**src/rtl/ysyx_23060236_ifu.sv**
```systemverilog
// Instruction fetch unit: one outstanding AXI-lite style read, pc+4 prediction,
// and squash/redirect handling toward the IDU.
module ysyx_23060236_ifu #(
    parameter logic [31:0] RESET_PC = 32'h3000_0000
) (
    input  logic        clock,
    input  logic        reset,
    output logic        arvalid,
    output logic [31:0] araddr,
    input  logic        arready,
    input  logic        rvalid,
    input  logic [31:0] rdata,
    input  logic [1:0]  rresp,
    output logic        rready,
    output logic [31:0] inst,
    output logic [31:0] pc,
    output logic        inst_fault,
    output logic        idu_valid,
    input  logic        idu_ready,
    input  logic        jump_wrong,
    input  logic [31:0] dnpc
);

    typedef enum logic [1:0] {
        S_IDLE,
        S_REQ,
        S_RESP,
        S_HOLD
    } state_t;

    state_t      state_q, state_d;
    logic [31:0] fetch_pc_q, fetch_pc_d;
    logic [31:0] redirect_pc_q, redirect_pc_d;
    logic        drop_q, drop_d;
    logic [31:0] inst_q, inst_d;
    logic [31:0] pc_q, pc_d;
    logic        fault_q, fault_d;

    always_ff @(posedge clock) begin
        if (reset) begin
            state_q <= S_IDLE;
        end else begin
            state_q <= state_d;
        end
    end

    always_comb begin
        state_d = state_q;
        unique case (state_q)
            S_IDLE: state_d = S_REQ;
            S_REQ: begin
                if (arready) state_d = S_RESP;
            end
            S_RESP: begin
                if (rvalid) begin
                    if (drop_q || jump_wrong) state_d = S_REQ;
                    else state_d = S_HOLD;
                end
            end
            S_HOLD: begin
                if (jump_wrong || idu_ready) state_d = S_REQ;
            end
            default: state_d = S_IDLE;
        endcase
    end

    // Handshake outputs come from the state register alone.
    always_comb begin
        arvalid   = (state_q == S_REQ);
        rready    = (state_q == S_RESP);
        idu_valid = (state_q == S_HOLD);
    end

    assign araddr     = fetch_pc_q;
    assign inst       = inst_q;
    assign pc         = pc_q;
    assign inst_fault = fault_q;

    always_comb begin
        fetch_pc_d    = fetch_pc_q;
        redirect_pc_d = redirect_pc_q;
        drop_d        = drop_q;
        inst_d        = inst_q;
        pc_d          = pc_q;
        fault_d       = fault_q;
        unique case (state_q)
            S_REQ: begin
                if (jump_wrong) begin
                    drop_d        = 1'b1;
                    redirect_pc_d = dnpc;
                end
            end
            S_RESP: begin
                if (!rvalid) begin
                    if (jump_wrong) begin
                        drop_d        = 1'b1;
                        redirect_pc_d = dnpc;
                    end
                end else if (drop_q) begin
                    // Stale response: the newest redirect wins.
                    drop_d     = 1'b0;
                    fetch_pc_d = jump_wrong ? dnpc : redirect_pc_q;
                end else if (jump_wrong) begin
                    fetch_pc_d = dnpc;
                end else begin
                    inst_d     = rdata;
                    pc_d       = fetch_pc_q;
                    fault_d    = (rresp != 2'b00);
                    fetch_pc_d = fetch_pc_q + 32'd4;
                end
            end
            S_HOLD: begin
                if (jump_wrong) fetch_pc_d = dnpc;
            end
            default: ;
        endcase
    end

    always_ff @(posedge clock) begin
        if (reset) begin
            fetch_pc_q    <= RESET_PC;
            redirect_pc_q <= RESET_PC;
            drop_q        <= 1'b0;
            inst_q        <= 32'd0;
            pc_q          <= RESET_PC;
            fault_q       <= 1'b0;
        end else begin
            fetch_pc_q    <= fetch_pc_d;
            redirect_pc_q <= redirect_pc_d;
            drop_q        <= drop_d;
            inst_q        <= inst_d;
            pc_q          <= pc_d;
            fault_q       <= fault_d;
        end
    end

endmodule

```
**config.mk**
```make
export PLATFORM = sky130hd
export DESIGN_NAME = ysyx_23060236_ifu
export DESIGN_NICKNAME = d
export VERILOG_FILES = /design/src/rtl/ysyx_23060236_ifu.sv
export SDC_FILE = /design/constraint.sdc
export NUM_CORES = 1
export LEC_CHECK = 0
export ABC_AREA = 1
export BUFFER_PORTS_ARGS = -buffer_cell sky130_fd_sc_hd__buf_2
export CAP_MARGIN = 20
export CELL_PAD_IN_SITES_DETAIL_PLACEMENT = 1
export CELL_PAD_IN_SITES_GLOBAL_PLACEMENT = 1
export CORE_UTILIZATION = 35
export CTS_CLUSTER_SIZE = 10
export DETAILED_ROUTE_END_ITERATION = 10
export PLACE_DENSITY = 0.83
export SKIP_LAST_GASP = 1
export SLEW_MARGIN = 20
export SYNTH_ARGS = -nofsm -noshare
export SYNTH_HDL_FRONTEND = slang
export SYNTH_SLANG_ARGS = --single-unit
export TNS_END_PERCENT = 20
```
**constraint.sdc**
```tcl
create_clock -name clock -period 5.58 [get_ports clock]
set_clock_uncertainty 0.15 [all_clocks]
set_input_delay 1.116 -clock clock [delete_from_list [all_inputs] [get_ports clock]]
set_output_delay 1.116 -clock clock [all_outputs]
set_load 0.02 [all_outputs]
```
After elaboration in Yosys (flattened, before gate mapping) --
Index checks and enable logic that the tools add are counted.
Operators by class: add/subtract/negate cells 1, eq/ne operators 8, mux-type cells 16, bitwise operators 2, reductions and logical operators 10
Operators by type and width (count):
- two-way mux 32 bit | 6
- case mux 32 bit (2 select lines) | 2
- adder 32 x 3 -> 32 bit (second input constant) | 1
- two-way mux 2 bit | 4
- case mux 2 bit (4 select lines) | 1
- != test 2 x 1 -> 1 bit (second input constant) | 3
- AND reduction 3 bit | 2
- nonzero test 2 bit | 3
- == test 2 bit (second input constant) | 2
- != test 2 bit (second input constant) | 2
- AND reduction 4 bit | 1
- == test 2 x 1 -> 1 bit (second input constant) | 1
- logical NOT 2 bit | 1
- logical OR 1 bit | 2
- two-way mux 1 bit | 2
- NOT 1 bit | 2
- case mux 1 bit (2 select lines) | 1
- AND reduction 2 bit | 1
Word-level totals: flip-flop bits (word level) 132, bits of input ports 72, word-level logic and storage cells 44

Logic depth before layout (Yosys ltp) --
Gate-level depths: netlist of the first run.
depth in word-level cells 5, gate-level depth with buffers 12, depth with buffers taken out 12

Worst setup path after synthesis of the first run --
OpenSTA, ideal clock, no wires.
path type input port to flip-flop, from in jump_wrong, to reg pc_q[19] (netlist: pc[19]), arrival time 1982 ps, path slack 3320 ps, stages on the path 6, path buffers 2, path through inv_2 nand2_2 nor2_4 buf_2 clkbuf_1 a21oi_1
On the way: word-level cells in the longest chain between the ends 2
RTL lines:
- start: declaration | RTL line 20 | input logic jump_wrong,
- NOT 1 bit (no source line)
- AND reduction 4 bit (no source line)
- end signal: assignment | RTL line 132 | pc_q <= pc_d;
- end: declaration | RTL line 36 | logic [31:0] pc_q, pc_d;
No other way between the ends. A chain may end at the register's enable or synchronous reset.

Worst setup path in the final report of the first run --
from in jump_wrong, to reg fetch_pc_q[11] (netlist: araddr[11])
On the way: word-level cells in the longest chain between the ends 4, elaborated cells on any way between the ends 7
RTL lines:
- two-way mux 32 bit, on equally long branches
- two-way mux 32 bit | RTL line 99 | end else if (drop_q) begin
- two-way mux 32 bit | RTL line 94 | if (!rvalid) begin
- case mux 32 bit (2 select lines) | RTL line 86 | unique case (state_q)
- end signal: assignment | RTL line 128 | fetch_pc_q <= fetch_pc_d;
- end: declaration | RTL line 32 | logic [31:0] fetch_pc_q, fetch_pc_d;
Several ways; a longest one is shown, not always the timed one. The select of a mux whose other input is x is not followed.

==> results of run 1 <==
## cell usage after synthesis (4+ instances only)
cell and instances:
buf_2 18, nand2_2 4, o211ai_1 8, inv_1 71, a21oi_1 82, ha_1 5, o2111ai_1 6, nor2_4 6
nor3_1 4, nand2_1 210, a31oi_1 18, nor2_1 158, clkbuf_1 31, nand3_1 43, nand4_1 7, dfxtp_1 132
o21ai_0 123, a211oi_1 12
## area by class of cell
cell class | instances | area, um^2 | share of cell area
sequential | 132 | 2640 | 0.331
clock buffer | 17 | 425 | 0.0533
multi-input combinational | 699 | 3270 | 0.410
clock inverter | 15 | 159 | 0.0199
inverter | 76 | 285 | 0.0357
tap | 229 | 287 | 0.0359
timing repair buffer | 179 | 916 | 0.115
## state kept, by name, indices dropped and copies added, names as in the netlist
register       count
araddr            32
inst              32
pc                32
redirect_pc_q     32
state_q            2
drop_q             1
inst_fault         1
## worst reg2reg max path, stage by stage, from the launching register on
cell,delay (ns)
dfxtp_1,0.39
clkinv_1,0.55
nand2_2,0.71
inv_1,0.58
nand3_1,0.34
nand4_1,0.11
nand2_1,0.11
a21oi_1,0.06
## routing by layer
layer	routed length [um]	global-route usage	part of all wire
met1	10900	0.339	0.47
met3	1330	0.0504	0.057
met5	0	0	0
met2	10400	0.382	0.45
met4	420	0.0737	0.018
## worst paths after layout
check,startpoint,slack [ns],depth (start not counted),to
max reg2reg,drop_q,2.43,7,araddr[11]
max,jump_wrong,2.32,8,araddr[11]
min reg2reg,redirect_pc_q[2],0.30,2,redirect_pc_q[2]
min,redirect_pc_q[2],0.30,2,redirect_pc_q[2]
## report_power, final
group | leakage, nW | internal [mW] | switching [mW] | total [mW]
Sequential | 1.07 | 1.09 | 0.102 | 1.19
Clock | 0.282 | 0.599 | 0.512 | 1.11
Combinational | 2.42 | 0.233 | 0.544 | 0.777
## cell usage in the layout (no fill, tap or decap), types with 3 or more instances in the layout
| cell type | count |
|---|---|
| nand2_1 | 210 |
| buf_2 | 171 |
| nor2_1 | 158 |
| dfxtp_1 | 132 |
| o21ai_0 | 123 |
| a21oi_1 | 82 |
| inv_1 | 71 |
| nand3_1 | 43 |
| a31oi_1 | 18 |
| clkbuf_16 | 17 |
| a211oi_1 | 12 |
| o211ai_1 | 8 |
| buf_4 | 8 |
| nand4_1 | 7 |
| nor2_4 | 6 |
| o2111ai_1 | 6 |
| inv_8 | 6 |
| ha_1 | 5 |
| nand2_2 | 4 |
| nor3_1 | 4 |
| inv_6 | 4 |
| inv_2 | 3 |
| o21ai_1 | 3 |
| a21oi_2 | 3 |
## cell families after synthesis
kind of cell,after synthesis,share of synthesized area
buffers and inverters,133,0.0851
adder cells (fa/ha/maj),5,0.00969
flip-flops,132,0.409
AO/OA/AOI/OAI,259,0.220
AND/OR/NAND/NOR,435,0.275
==> results.json, run 1 <==
{
  "status": "finished, final reports clean",
  "path_buf_inv": 3,
  "clkLatencyLatePin_ns": 0.43,
  "grt_usage": 0.245,
  "rsz0062_at_grt": "no",
  "fin_cells": 1347,
  "drtIter0Drc": 396,
  "grt_pass1_vias": 6681,
  "tightest_slew_ns": 0.866,
  "setup_viol": 0,
  "power_mw": 3.08,
  "path_cells": "buf_2 -> inv_2 -> nand2_2 -> inv_1 -> nand3_1 -> nand4_1 -> nand2_1 -> a21oi_1",
  "vdd_drop_max_mv": 0.215,
  "critical-path-top-delay-family": "buffers and inverters",
  "synthFlopType": "dfxtp_1",
  "slowest_stage": "inv_1",
  "hpwl_mm": 16.2,
  "ys_ff_latch": 132,
  "cpPeakStageDelay_ns": 0.79,
  "synth_cell_types": 33,
  "htreeDepth": 4,
  "start_kind": "primary input",
  "cts_resized": 0,
  "fmax_ghz": 0.307,
  "synth_area_um2": 6450,
  "hold_viol": 0,
  "post_dp_cell_area_um2": 7400,
  "yosysWarnings": 0,
  "cts_max_path_buffers": 2,
  "synthArstFlopShare": 0,
  "layout.nets": 1182,
  "die_h_um": 138,
  "post-route-cell-area_um2": 7990,
  "cap_violations": 0,
  "drc": 0,
  "period_share": 0.584,
  "p_per_area_nw_per_um2": 386,
  "finalSetupTns_ns": 0,
  "cts_hold_buf": 0,
  "placed_cells": 1315,
  "path_max_fanout": 25,
  "antenna_found_initial": 0,
  "wirelength_mm": 23.1,
  "synth_nets": 1041,
  "synth_edf_count": 0,
  "leakage_nw": 3.77,
  "syn_inst": 964,
  "syn_area_per_cell_um2": 6.70,
  "netlist.area_leader.share": 0.409,
  "dieArea_um2": 19000,
  "synth_top_area_cell": "dfxtp_1",
  "core_area_um2": 18000,
  "crit_type": "primary input to flop",
  "cts_setup_buffers": 0,
  "cts_tree": "done",
  "synth_area_leaders": "dfxtp_1, nand2_1, o21ai_0",
  "cts_sinks": 132,
  "hold_path.class": "flop to flop",
  "firstDrtPassIters": 7,
  "yosysSeqAreaShare": 0.409,
  "viasPerCell": 5.22,
  "ios": 172,
  "wl_per_cell_um": 17.1,
  "initial_utilization": 0.358,
  "row_count": 49,
  "die_w_um": 138,
  "ant_nets": 0,
  "clkTransAtPathRegs_ns": 0.07,
  "dpl_worst_slack_ns": 1.97,
  "fin_ws_ns": 2.32,
  "slew_headroom": 0.422,
  "syn2layout_area_growth_pct": 23.7,
  "period_minus_slack_ns": 3.26,
  "worstPathRequired_ns": 5.79,
  "grt_pass1_wl_mm": 35.5,
  "cp.arrival_ns": 3.46,
  "timing.hold.ws_ns": 0.301,
  "cts_root_buf": "clkbuf_16",
  "fillers": 2406,
  "io_buffers": 171,
  "grt_start_max_net_pins": 88,
  "gr-total-overflow": 0,
  "diodes": 0,
  "numCtsBuffers": 17,
  "place_congestion": 0.829,
  "post-route-util": 0.443,
  "drive_gt1_frac": 0.207,
  "dr_total_vias": 7033,
  "crit_path_end_kind": "flop",
  "slew_violations": 0
}
Power figures use the tool's default switching activity.
==> inputs of run 2 (changes only) <==
Settings changed: ABC_AREA 1 to 0, PLACE_DENSITY 0.83 to 0.82.
Clock period 5.58 ns to 3.3 ns, I/O delays scaled along.
==> results.json, run 2 <==
{
  "slew_violations": 0,
  "synth_nets": 884,
  "hold_path.class": "flop to flop",
  "grt_pass1_wl_mm": 33.1,
  "wl_per_cell_um": 17.5,
  "syn2layout_area_growth_pct": 28.9,
  "start_kind": "flop",
  "leakage_nw": 3.11,
  "period_minus_slack_ns": 2.62,
  "clkLatencyLatePin_ns": 0.42,
  "critical-path-top-delay-family": "simple AND/OR/NAND/NOR gates",
  "timing.hold.ws_ns": 0.302,
  "cts_setup_buffers": 0,
  "cp.arrival_ns": 2.80,
  "slew_headroom": 0.524,
  "die_h_um": 133,
  "setup_viol": 0,
  "core_area_um2": 16700,
  "rrSetupSlack_ns": 0.68,
  "tightest_slew_ns": 0.714,
  "fmax_ghz": 0.381,
  "synth_area_leaders": "dfxtp_1, nand2_1, a21oi_1",
  "drc": 0,
  "dpl_worst_slack_ns": 0.718,
  "diodes": 0,
  "worstPathRequired_ns": 3.48,
  "clkTransAtPathRegs_ns": 0.06,
  "io_buffers": 171,
  "vdd_drop_max_mv": 0.350,
  "endpoint": "araddr[1]",
  "firstDrtPassIters": 4,
  "drive_gt1_frac": 0.244,
  "path_buf_inv": 2,
  "row_count": 47,
  "synthFlopType": "dfxtp_1",
  "initial_utilization": 0.360,
  "cts_max_path_buffers": 2,
  "post-route-util": 0.464,
  "cts_resized": 0,
  "slowest_stage": "mux2_2",
  "netlist.area_leader.share": 0.439,
  "grt_usage": 0.237,
  "final_common_cell": "nand2_1",
  "viasPerCell": 5.38,
  "crit_start": "state_q[0]",
  "drtIter0Drc": 349,
  "cts_root_buf": "clkbuf_16",
  "dieArea_um2": 17700,
  "yosys-top-cells-count": "nand2_1, dfxtp_1, a21oi_1",
  "yosysWarnings": 0,
  "fin_ws_ns": 0.677,
  "post-route-cell-area_um2": 7760,
  "antenna_found_initial": 0,
  "rsz0062_at_grt": "no",
  "crit_type": "flop to flop",
  "worstSetupPathDepth": 8,
  "path_max_fanout": 14,
  "htreeDepth": 4,
  "synthArstFlopShare": 0,
  "grt_start_max_net_pins": 90,
  "cap_violations": 0,
  "die_w_um": 133,
  "grt_pass1_vias": 6370,
  "yosysSeqAreaShare": 0.439,
  "ios": 172,
  "layout.nets": 1034,
  "path_cells": "inv_1 -> ha_1 -> mux2_2 -> nand2_2 -> buf_4 -> nor2_1 -> nor2_1 -> a311oi_1",
  "place_congestion": 0.799,
  "cts_tree": "done",
  "cts_sinks": 132,
  "dr_total_vias": 6397,
  "gr-total-overflow": 0,
  "status": "finished, final reports clean",
  "mostFrequentLayoutCells": "nand2_1, buf_2, dfxtp_1",
  "post_dp_cell_area_um2": 7100,
  "synth_top_area_cell": "dfxtp_1",
  "syn_inst": 807,
  "timing.rr.start": "state_q[0]",
  "ant_nets": 0,
  "finalSetupTns_ns": 0,
  "hpwl_mm": 14.1,
  "period_share": 0.795,
  "wirelength_mm": 20.9,
  "synth_area_um2": 6020,
  "hold_viol": 0,
  "r2r-end": "araddr[1]",
  "synth_most_common_cell": "nand2_1",
  "ff2ff_path_depth": 8,
  "cpPeakStageDelay_ns": 0.45,
  "syn_area_per_cell_um2": 7.46,
  "ys_ff_latch": 132,
  "p_per_area_nw_per_um2": 550,
  "cts_hold_buf": 0,
  "cpMostUsedCell": "nor2_1",
  "crit_path_end_kind": "flop",
  "synth_cell_types": 55,
  "synth_edf_count": 0,
  "numCtsBuffers": 17
}
[run 2: cell families after synthesis]
kind of cell    Yosys count  share of synthesized area
xor+xnor                 13                     0.0189
flops                   132                      0.439
fa+ha+maj                 5                     0.0104
simple gates            362                      0.263
compound gates          216                      0.205
buf+inv                  68                     0.0449
mux                      11                     0.0187
[run 2: power by group]
part / switching (mW) / total [mW] / leakage (nW) / internal, mW
clock: 0.732 / 2.08 / 0.308 / 1.35
combinational: 0.308 / 0.466 / 1.74 / 0.159
sequential: 0.0639 / 1.72 / 1.07 / 1.65
[run 2: cell type report]
| cell class | instances | area (um^2) |
|---|---|---|
| sequential | 132 | 2640 |
| multi-input combinational | 607 | 3120 |
| clock buffer | 21 | 480 |
| tap | 220 | 275 |
| fill | 2149 | 8940 |
| clock inverter | 11 | 173 |
| inverter | 8 | 30.0 |
| timing repair buffer | 191 | 1030 |
[run 2: through the flow]
| stage | cells | total power [mW] |
|---|---|---|
| floorplan | 807 | 2.02 |
| global placement | 1158 | 2.21 |
| detailed placement | 1158 | 2.22 |
| CTS | 1190 | 4.30 |
| global route | 1190 | 4.41 |
| finish | 1190 | 4.26 |
[run 2: worst min-delay path by stage]
| stage | endpoint | start | depth (start not counted) | slack (ns) |
|---|---|---|---|---|
| after global placement | redirect_pc_q[26] | redirect_pc_q[26] | 2 | 0.29 |
| final | inst[6] | inst[6] | 2 | 0.30 |
| after global routing | inst[6] | inst[6] | 2 | 0.32 |
| after detailed placement | inst[6] | inst[6] | 2 | 0.29 |
| after CTS | inst[6] | inst[6] | 2 | 0.30 |
| after floorplan | redirect_pc_q[26] | redirect_pc_q[26] | 2 | 0.28 |
[run 2: per-layer routing]
layer | wire (um) | global-route usage | share of wire
met5 | 0 | 0 | 0
met4 | 461 | 0.0840 | 0.022
met3 | 1070 | 0.0468 | 0.051
met2 | 9880 | 0.401 | 0.47
met1 | 9460 | 0.301 | 0.45
[run 2: tightest hold or removal path: cells and delay by family, from the launching register on]
kind / cells / cell delay (ns)
flip-flops: 1 / 0.30
AND/OR/NAND/NOR: 1 / 0.05
AO/OA/AOI/OAI: 1 / 0.05
